### src/rtl/rp_pkg.sv
// Shared types for the load writeback unit: funct3 load codes,
// FSM states and the load byte/halfword extract function.
package rp_pkg;

  localparam logic [2:0] F_LB  = 3'b000;
  localparam logic [2:0] F_LH  = 3'b001;
  localparam logic [2:0] F_LW  = 3'b010;
  localparam logic [2:0] F_LBU = 3'b100;
  localparam logic [2:0] F_LHU = 3'b101;

  typedef enum logic [1:0] {
    S_IDLE = 2'd0,
    S_WAIT = 2'd1,
    S_HOLD = 2'd2
  } state_t;

  typedef struct packed {
    logic        ok;
    logic [31:0] dat;
  } ext_t;

  // ok=0 flags a misaligned offset or a reserved funct3
  function automatic ext_t ld_ext(
    input logic [2:0]  fn,
    input logic [1:0]  off,
    input logic [31:0] w
  );
    ext_t        r;
    logic [7:0]  b;
    logic [15:0] h;
    b = w[{off, 3'b000} +: 8];
    h = off[1] ? w[31:16] : w[15:0];
    r = '{ok: 1'b0, dat: 32'd0};
    case (fn)
      F_LB: begin
        r.ok  = 1'b1;
        r.dat = {{24{b[7]}}, b};
      end
      F_LH: begin
        r.ok  = ~off[0];
        r.dat = {{16{h[15]}}, h};
      end
      F_LW: begin
        r.ok  = (off == 2'd0);
        r.dat = w;
      end
      F_LBU: begin
        r.ok  = 1'b1;
        r.dat = {24'd0, b};
      end
      F_LHU: begin
        r.ok  = ~off[0];
        r.dat = {16'd0, h};
      end
      default: r = '{ok: 1'b0, dat: 32'd0};
    endcase
    return r;
  endfunction

endpackage

### src/rtl/rp_wbu_if.sv
// Load issue and memory response handshake bundle.
// master drives requests/responses, slave is the writeback unit.
interface rp_wbu_if #(
  parameter int AW = 5,
  parameter int XW = 32
);
  logic          ld_vld;
  logic          ld_rdy;
  logic [AW-1:0] ld_rd;
  logic [2:0]    ld_fn;
  logic [1:0]    ld_off;
  logic          rsp_vld;
  logic          rsp_rdy;
  logic [XW-1:0] rsp_dat;

  modport master (
    output ld_vld, ld_rd, ld_fn, ld_off,
    output rsp_vld, rsp_dat,
    input  ld_rdy, rsp_rdy
  );

  modport slave (
    input  ld_vld, ld_rd, ld_fn, ld_off,
    input  rsp_vld, rsp_dat,
    output ld_rdy, rsp_rdy
  );
endinterface

### src/rtl/rp_wbu_ext.sv
// Combinational load extract / sign-extend of a raw aligned word.
module rp_wbu_ext
  import rp_pkg::*;
(
  input  logic [2:0]  i_fn,
  input  logic [1:0]  i_off,
  input  logic [31:0] i_dat,
  output logic        o_ok,
  output logic [31:0] o_dat
);
  ext_t w_r;

  assign w_r   = ld_ext(i_fn, i_off, i_dat);
  assign o_ok  = w_r.ok;
  assign o_dat = w_r.dat;
endmodule

### src/rtl/rp_wbu.sv
// Load writeback unit: arbitrates ALU and load results onto one GPR
// write port. Optional forwarding enabled by macro RP_WBU_FWD_EN.
module rp_wbu
  import rp_pkg::*;
#(
  parameter int AW = 5,
  parameter int XW = 32
) (
  input  logic          clk,
  input  logic          rst,
  rp_wbu_if.slave       lsu,
  input  logic          alu_vld,
  input  logic [AW-1:0] alu_rd,
  input  logic [XW-1:0] alu_dat,
  input  logic          e_rs1,
  input  logic [AW-1:0] a_rs1,
  input  logic          e_rs2,
  input  logic [AW-1:0] a_rs2,
  input  logic          e_rdq,
  input  logic [AW-1:0] a_rdq,
  output logic          hazard,
  output logic          e_rd,
  output logic [AW-1:0] a_rd,
  output logic [XW-1:0] d_rd,
  output logic          busy,
`ifdef RP_WBU_FWD_EN
  output logic          fwd_rs1,
  output logic          fwd_rs2,
  output logic [XW-1:0] fwd_d,
`endif
  output logic          err
);

  if (XW != 32) begin : g_xw_chk
    $error("rp_wbu: only XW=32 is supported");
  end

  state_t        r_st;
  state_t        w_nx;
  logic [AW-1:0] r_rd;
  logic [2:0]    r_fn;
  logic [1:0]    r_off;
  logic [XW-1:0] r_buf;
  logic          w_iss;
  logic          w_acc;
  logic          w_ok;
  logic [XW-1:0] w_x;
  logic          w_hit;
  logic          w_lwr;
  logic          w_cap;

  rp_wbu_ext u_ext (
    .i_fn  (r_fn),
    .i_off (r_off),
    .i_dat (lsu.rsp_dat),
    .o_ok  (w_ok),
    .o_dat (w_x)
  );

  assign lsu.ld_rdy  = (r_st == S_IDLE);
  assign lsu.rsp_rdy = (r_st != S_HOLD);
  assign w_iss = lsu.ld_vld & lsu.ld_rdy;
  assign w_acc = lsu.rsp_vld & lsu.rsp_rdy;
  assign busy  = (r_st != S_IDLE);
  assign w_cap = (r_st == S_WAIT) & w_acc & w_ok & alu_vld;

  // load result reaches the port this cycle
  assign w_lwr = ~alu_vld & ((r_st == S_HOLD) |
    ((r_st == S_WAIT) & w_acc & w_ok));

  always_comb begin
    w_nx = r_st;
    err  = 1'b0;
    unique case (r_st)
      S_IDLE: begin
        err = w_acc;
        if (w_iss) w_nx = S_WAIT;
      end
      S_WAIT: begin
        if (w_acc) begin
          err  = ~w_ok;
          w_nx = w_cap ? S_HOLD : S_IDLE;
        end
      end
      S_HOLD: begin
        if (!alu_vld) w_nx = S_IDLE;
      end
      default: w_nx = S_IDLE;
    endcase
    if (rst) err = 1'b0;
  end

  always_comb begin
    e_rd = 1'b0;
    a_rd = '0;
    d_rd = '0;
    unique case (1'b1)
      alu_vld: begin
        e_rd = 1'b1;
        a_rd = alu_rd;
        d_rd = alu_dat;
      end
      w_lwr: begin
        e_rd = 1'b1;
        a_rd = r_rd;
        d_rd = (r_st == S_HOLD) ? r_buf : w_x;
      end
      default: ;
    endcase
  end

  assign w_hit = (e_rs1 & (a_rs1 == r_rd)) |
                 (e_rs2 & (a_rs2 == r_rd)) |
                 (e_rdq & (a_rdq == r_rd));

`ifdef RP_WBU_FWD_EN
  assign hazard  = busy & (r_rd != '0) & w_hit & ~w_lwr;
  assign fwd_rs1 = w_lwr & e_rs1 & (a_rs1 == r_rd) & (r_rd != '0);
  assign fwd_rs2 = w_lwr & e_rs2 & (a_rs2 == r_rd) & (r_rd != '0);
  assign fwd_d   = d_rd;
`else
  assign hazard  = busy & (r_rd != '0) & w_hit;
`endif

  always_ff @(posedge clk or posedge rst) begin
    if (rst) begin
      r_st  <= S_IDLE;
      r_rd  <= '0;
      r_fn  <= '0;
      r_off <= '0;
      r_buf <= '0;
    end else begin
      r_st <= w_nx;
      if (w_iss) begin
        r_rd  <= lsu.ld_rd;
        r_fn  <= lsu.ld_fn;
        r_off <= lsu.ld_off;
      end
      if (w_cap) r_buf <= w_x;
    end
  end

endmodule

### src/flat_wrapper.sv
// flat-port wrapper written by rule: the top's interface ports become plain ports
module rp_wbu_flat import rp_pkg::*;
#(
  parameter int AW = 5,
  parameter int XW = 32
)
  (clk, rst, alu_vld, alu_rd, alu_dat, e_rs1, a_rs1, e_rs2, a_rs2, e_rdq, a_rdq, hazard, e_rd, a_rd, d_rd, busy, err, lsu_ld_vld, lsu_ld_rd, lsu_ld_fn, lsu_ld_off, lsu_rsp_vld, lsu_rsp_dat, lsu_ld_rdy, lsu_rsp_rdy);
  rp_wbu_if #(.AW(AW), .XW(XW)) lsu_i ();
  input  logic clk;
  input  logic rst;
  input  logic alu_vld;
  input  logic [AW-1:0] alu_rd;
  input  logic [XW-1:0] alu_dat;
  input  logic e_rs1;
  input  logic [AW-1:0] a_rs1;
  input  logic e_rs2;
  input  logic [AW-1:0] a_rs2;
  input  logic e_rdq;
  input  logic [AW-1:0] a_rdq;
  output logic hazard;
  output logic e_rd;
  output logic [AW-1:0] a_rd;
  output logic [XW-1:0] d_rd;
  output logic busy;
  output logic err;
  input wire logic [$bits(lsu_i.ld_vld)-1:0] lsu_ld_vld;
  input wire logic [$bits(lsu_i.ld_rd)-1:0] lsu_ld_rd;
  input wire logic [$bits(lsu_i.ld_fn)-1:0] lsu_ld_fn;
  input wire logic [$bits(lsu_i.ld_off)-1:0] lsu_ld_off;
  input wire logic [$bits(lsu_i.rsp_vld)-1:0] lsu_rsp_vld;
  input wire logic [$bits(lsu_i.rsp_dat)-1:0] lsu_rsp_dat;
  output wire logic [$bits(lsu_i.ld_rdy)-1:0] lsu_ld_rdy;
  output wire logic [$bits(lsu_i.rsp_rdy)-1:0] lsu_rsp_rdy;
  assign lsu_i.ld_vld = lsu_ld_vld;
  assign lsu_i.ld_rd = lsu_ld_rd;
  assign lsu_i.ld_fn = lsu_ld_fn;
  assign lsu_i.ld_off = lsu_ld_off;
  assign lsu_i.rsp_vld = lsu_rsp_vld;
  assign lsu_i.rsp_dat = lsu_rsp_dat;
  assign lsu_ld_rdy = lsu_i.ld_rdy;
  assign lsu_rsp_rdy = lsu_i.rsp_rdy;
  rp_wbu #(.AW(AW), .XW(XW)) u_core (.clk(clk), .rst(rst), .lsu(lsu_i), .alu_vld(alu_vld), .alu_rd(alu_rd), .alu_dat(alu_dat), .e_rs1(e_rs1), .a_rs1(a_rs1), .e_rs2(e_rs2), .a_rs2(a_rs2), .e_rdq(e_rdq), .a_rdq(a_rdq), .hazard(hazard), .e_rd(e_rd), .a_rd(a_rd), .d_rd(d_rd), .busy(busy), .err(err));
endmodule
### config.mk
export PLATFORM = sky130hd
export DESIGN_NAME = rp_wbu_flat
export DESIGN_NICKNAME = d
export VERILOG_FILES = /design/src/rtl/rp_pkg.sv /design/src/rtl/rp_wbu_if.sv /design/src/rtl/rp_wbu_ext.sv /design/src/rtl/rp_wbu.sv /design/src/flat_wrapper.sv
export SDC_FILE = /design/constraint.sdc
export NUM_CORES = 1
export LEC_CHECK = 0
export BUFFER_PORTS_ARGS = -buffer_cell sky130_fd_sc_hd__buf_2
export CORE_UTILIZATION = 48
export CTS_CLUSTER_DIAMETER = 80
export CTS_CLUSTER_SIZE = 10
export DETAILED_ROUTE_END_ITERATION = 8
export GPL_ROUTABILITY_DRIVEN = 1
export PLACE_DENSITY_LB_ADDON = 0.3
export SYNTH_ARGS = -nofsm -noshare
export SYNTH_HDL_FRONTEND = slang
export SYNTH_SLANG_ARGS = --single-unit
### constraint.sdc
create_clock -name clk -period 2.51 [get_ports clk]
set_clock_uncertainty 0.1 [all_clocks]
set_input_delay 0.1255 -clock clk [delete_from_list [all_inputs] [get_ports clk]]
set_output_delay 0.1255 -clock clk [all_outputs]
set_load 0.02 [all_outputs]
# Word level (Yosys, flattened, before mapping)
# Cells that the tools add are included.
word_totals:
  reg_bits: 44
  input_bits: 102
  elab_cells: 57
  output_inout_bits: 43
op_classes:
  reduce_logical: 7
  n_bitwise: 17
  n_shift: 1
  n_mux: 14
  n_eq_ne: 13
ops:
  columns: ["cell", "count"]
  rows:
  - ["$pmux W33 S5", 1]
  - ["$pmux W32 S2", 1]
  - ["$mux W32", 1]
  - ["$shiftx A32 B6 Y8", 1]
  - ["$mux W16", 1]
  - ["$eq A5 B5 Y1", 3]
  - ["$and A1 B1 Y1", 11]
  - ["$pmux W5 S2", 1]
  - ["$mux W2", 4]
  - ["$eq A3 B3 Y1 const B", 2]
  - ["$ne A2 B2 Y1 const B", 3]
  - ["$pmux W2 S3", 1]
  - ["$reduce_bool A5 Y1", 1]
  - ["$logic_not A2 Y1", 2]
  - ["$eq A3 B1 Y1 const B", 1]
  - ["$eq A3 B2 Y1 const B", 1]
  - ["$logic_not A3 Y1", 1]
  - ["$mux W1", 3]
  - ["$not A1 Y1", 3]
  - ["$or A1 B1 Y1", 3]
  - ["$reduce_and A3 Y1", 1]
  - ["$eq A2 B1 Y1 const B", 1]
  - ["$eq A2 B2 Y1 const B", 1]
  - ["$ne A2 B1 Y1 const B", 1]
  - ["3 further kinds", 3]

# Logic depth before layout (Yosys ltp)
logic_depth:
  depth_word: 8
  ltp_mapped: 8

# Hierarchy
# Synthesis repeated with hierarchy kept, for this count alone.
hier_totals:
  hier_cells: 380
  hier_area_um2: 3876.2
by_module_without_submodules:
  columns: ["mod", "n_inst", "cells_per_inst", "area_each_um2"]
  rows:
  - ["rp_wbu", 1, 264, 3009.1]
  - ["rp_wbu_ext", 1, 116, 867.1]

# Least setup slack after synthesis
# No wires, ideal clock.
synth_path:
  kind: "register to output"
  from: "reg u_core.r_fn[0]"
  to: "out d_rd[17]"
  arrival_ns: 1.836
  path_stages_with_launch: 7
  path_slack_ns: 0.448
  cell_sequence: "dfrtp_1 buf_2 or4_4 o31ai_4 buf_6 a21oi_1 o221ai_1"
synth_via:
  elab_chain_len: 6
  elab_cells_between_ends: 11
  classes_between: "eq/ne: 4; mux: 3; bitwise: 3; reduce/logical: 1"
synth_rtl:
  columns: ["item", "line_no", "text"]
  rows:
  - ["from (decl)", "rp_wbu.sv:41", "logic [2:0] r_fn;"]
  - ["from (signal assigned)", "rp_wbu.sv:136", "r_fn <= lsu.ld_fn;"]
  - ["$eq A3 B3 Y1 (tied with other cells)", "rp_pkg.sv:34", "case (fn)"]
  - ["$pmux W33 S5 (*)", "rp_pkg.sv:34", null]
  - ["$and A1 B1 Y1", "rp_wbu.sv:69", "((r_st == S_WAIT) & w_acc & w_ok));"]
  - ["$or A1 B1 Y1", "rp_wbu.sv:68", "assign w_lwr = ~alu_vld & ((r_st == S_HOLD) |"]
  - ["$and A1 B1 Y1", "rp_wbu.sv:68", null]
  - ["$pmux W32 S2 (*)", "rp_wbu.sv:97", "unique case (1'b1)"]
  - ["to (decl)", "flat_wrapper.sv:23", "output logic [XW-1:0] d_rd;"]
# Every way passes the cells marked *; elsewhere a longest branch is shown, timed or not.

# Worst setup path after layout
layout_path:
  from: "reg u_core.r_off[1]"
  to: "out a_rd[1]"
layout_via:
  elab_chain_len: 6
layout_rtl:
  columns: ["item", "line_no", "text"]
  rows:
  - ["from (decl)", "rp_wbu.sv:42", "logic [1:0] r_off;"]
  - ["from (signal assigned)", "rp_wbu.sv:137", "r_off <= lsu.ld_off;"]
  - ["$logic_not A2 Y1", "rp_pkg.sv:44", "r.ok = (off == 2'd0);"]
  - ["$pmux W33 S5", "rp_pkg.sv:34", null]
  - ["$and A1 B1 Y1", "rp_wbu.sv:69", null]
  - ["$or A1 B1 Y1", "rp_wbu.sv:68", null]
  - ["$and A1 B1 Y1", "rp_wbu.sv:68", null]
  - ["$pmux W5 S2", "rp_wbu.sv:97", null]
  - ["to (decl)", "flat_wrapper.sv:22", "output logic [AW-1:0] a_rd;"]
# No other way between the ends.

==> reports/results.tsv <==
metric	value	unit
worstHoldPathCells	3	
clkLatencyLatePin	0.29	ns
crit_path_end_kind	output port	
routabilityCongestion	0.976	
antenna_cells	0	
viasPerCell	5.76	
dp_hpwl	7290	um
synth-edff-count	0	
gr-total-overflow	0	
synth_cells	401	
ir_worst_vdd	492	uV
slowest_stage	dfrtp_2	
io_pins	145	
finalMaxSlewViolations	0	
grt_pass1_wl	16100	um
synthFlopType	dfrtp_1	
wire_per_inst	15.8	um
drc	0	
rows	29	
cp_common_cell	buf_4	
synth-seq-cells	44	
synthArstFlopShare	1.00	
worstPathMaxFanout	9	
min_to	u_core.r_buf[16]	
period_share	0.988	
nNetsFinal	661	
antenna_found_initial	0	
hold_path_startpoint	lsu_rsp_dat[16]	
power.density	1010	nW/um2
power_leakage	2.03	nW
final_cell_mix	buf_2 (144), nand2_1 (82), a21oi_1 (55), dfrtp_1 (41), nor2_1 (39)	
critPathKind	flip-flop to output port	
ys_warn_count	0	
dp.cells	600	
vias	3671	
area_growth	35.7	%
tightest_slew	1.09	ns
cts.htree.levels	2	
synth_cell_types	44	
r2r.worst_path.cells	7	
fin_cells	637	
final.setup.tns	0	ns
synth-seq-area-share	0.344	
status	completed	
grt_max_degree	51	
syn-num-nets	503	
synth_area	3200	um2
rr_endpoint	u_core.r_buf[26]	
drtIter0Drc	252	
startpoint_type	flip-flop	
final.min_clock_period	2.48	ns
worstPathArrival	2.26	ns
tritoncts	yes	
totalWireLength	10100	um
die_h	83.7	um
numCtsBuffers	5	
slew_headroom	0.269	
required	2.28	ns
hold_viol_final	0	
max_cap_violations	0	
track_usage	0.281	
hold_path_class	input pin to flip-flop	
cts.sinks	44	
r2r_slack	0.27	ns
finalSetupViolCount	0	
portBuffers	144	
cts.clk_slew.worst_paths	0.08	ns
layout_commonest_cell	buf_2	
cts_buffer_depth	2	
initial_core_util	0.502	
die_area	7000	um2
fmax	403	MHz
syn_area_per_cell	7.99	um2
dr.pass1.iters	6	
drive_above_1_share	0.379	
reg2reg_from	u_core.r_off[1]	
die_w	83.7	um
slowest_delay	0.48	ns
cts_root_buf	clkbuf_8	
core	6390	um2
antenna_left	0	
grt_pass1_vias	3366	
path_cells	buf_4, nor4_2, o21a_2, nand3b_4, buf_4, o21ai_0, buf_4, a22o_1, buf_2	
[routing by layer]
layer	global-route usage	up-vias	wire length [um]
li1	-	1745	-
met1	0.377	1698	4230
met2	0.474	204	4870
met3	0.0346	24	742
met4	0.0863	0	215
met5	0	-	0
[report_power, final]
group / switching [mW] / total, mW / leakage (nW) / internal, mW
clock network: 0.236 / 0.461 / 0.0455 / 0.225
registers: 0.327 / 1.39 / 0.521 / 1.06
logic: 1.46 / 2.55 / 1.46 / 1.09
[synthesized netlist by cell type (5+ instances only)]
| cell type | count | share of area |
|---|---|---|
| o21ai_0 | 17 | 0.027 |
| mux2_2 | 13 | 0.046 |
| inv_1 | 5 | 0.0059 |
| a22o_2 | 8 | 0.025 |
| dfrtp_1 | 44 | 0.34 |
| nor2b_1 | 8 | 0.016 |
| nand2_1 | 82 | 0.096 |
| a21oi_1 | 56 | 0.088 |
| clkbuf_1 | 17 | 0.020 |
| a22o_1 | 5 | 0.014 |
| buf_2 | 14 | 0.022 |
| xor2_1 | 12 | 0.033 |
| nor2_1 | 39 | 0.046 |
| a22oi_1 | 7 | 0.016 |
| o221ai_1 | 25 | 0.068 |
[critical path, delay by kind of cell, from the launching register on]
kind | cells | cell delay (ns)
AO/OA/AOI/OAI | 3 | 0.51
flip-flops | 1 | 0.48
AND/OR/NAND/NOR | 2 | 0.23
buffers and inverters | 4 | 0.73
[state kept, by name (all words and copies together), names as in the netlist]
signal        cells
u_core.r_fn       3
u_core.r_buf     32
u_core.r_rd       5
u_core.r_off      2
u_core.r_st       2
[worst max path at each step]
stage | startpoint | end | slack (ns) | cells after the start
2_1_floorplan | u_core.r_fn[0] | d_rd[17] | 0.45 | 6
3_3_place_gp | u_core.r_fn[0] | d_rd[16] | 0.30 | 6
3_5_place_dp | u_core.r_fn[0] | d_rd[16] | 0.20 | 6
4_1_cts | u_core.r_fn[0] | a_rd[1] | 0.02 | 8
5_1_grt | u_core.r_off[1] | a_rd[0] | -0.04 | 9
6_report | u_core.r_off[1] | a_rd[1] | 0.03 | 9
[area by class of cell]
| cell class | count | area (um2) |
|---|---|---|
| fillers | 539 | 2040 |
| multi-input cells | 317 | 1940 |
| flip-flops and latches | 44 | 1100 |
| repair buffers | 186 | 1090 |
| well taps | 77 | 96.3 |
| clock buffers | 8 | 90.1 |
| inverters | 5 | 18.8 |
[kinds of logic (layout without fill, tap and decap cells)]
kind of cell           after synthesis  after routing  share of synthesized area
AND/OR/NAND/NOR                    155            155                      0.218
AO/OA/AOI/OAI                      130            130                      0.280
flip-flops                          44             44                      0.344
buffers and inverters               40            199                     0.0594
multiplexers                        17             17                     0.0582
XOR/XNOR                            15             15                     0.0410
[repair_timing]
item,CTS,global route
setup buffers,0,7
endpoints found under the setup margin,16,33
hold endpoints to repair,49,1
hold buffers,20,1
pin swaps,0,2
cloned,0,1
resized for setup,1,10
[per-stage QoR]
| stage | hold slack [ns] | util | cell area, um2 | setup WS (ns) | power (mW) |
|---|---|---|---|---|---|
| 3_5_place_dp | 0.218 | 0.619 | 3950 | 0.202 | 3.73 |
| 6_report | 0.000120 | 0.680 | 4350 | 0.0293 | 4.40 |
| 4_1_cts | 0.0000563 | 0.665 | 4250 | 0.0225 | 4.21 |
| 5_1_grt | 0.00139 | 0.680 | 4350 | -0.0447 | 4.74 |
| 2_1_floorplan | 0.120 | - | 3200 | 0.448 | 3.12 |
| 3_3_place_gp | 0.215 | 0.619 | 3950 | 0.300 | 3.64 |
Power figures use the tool's default switching activity.
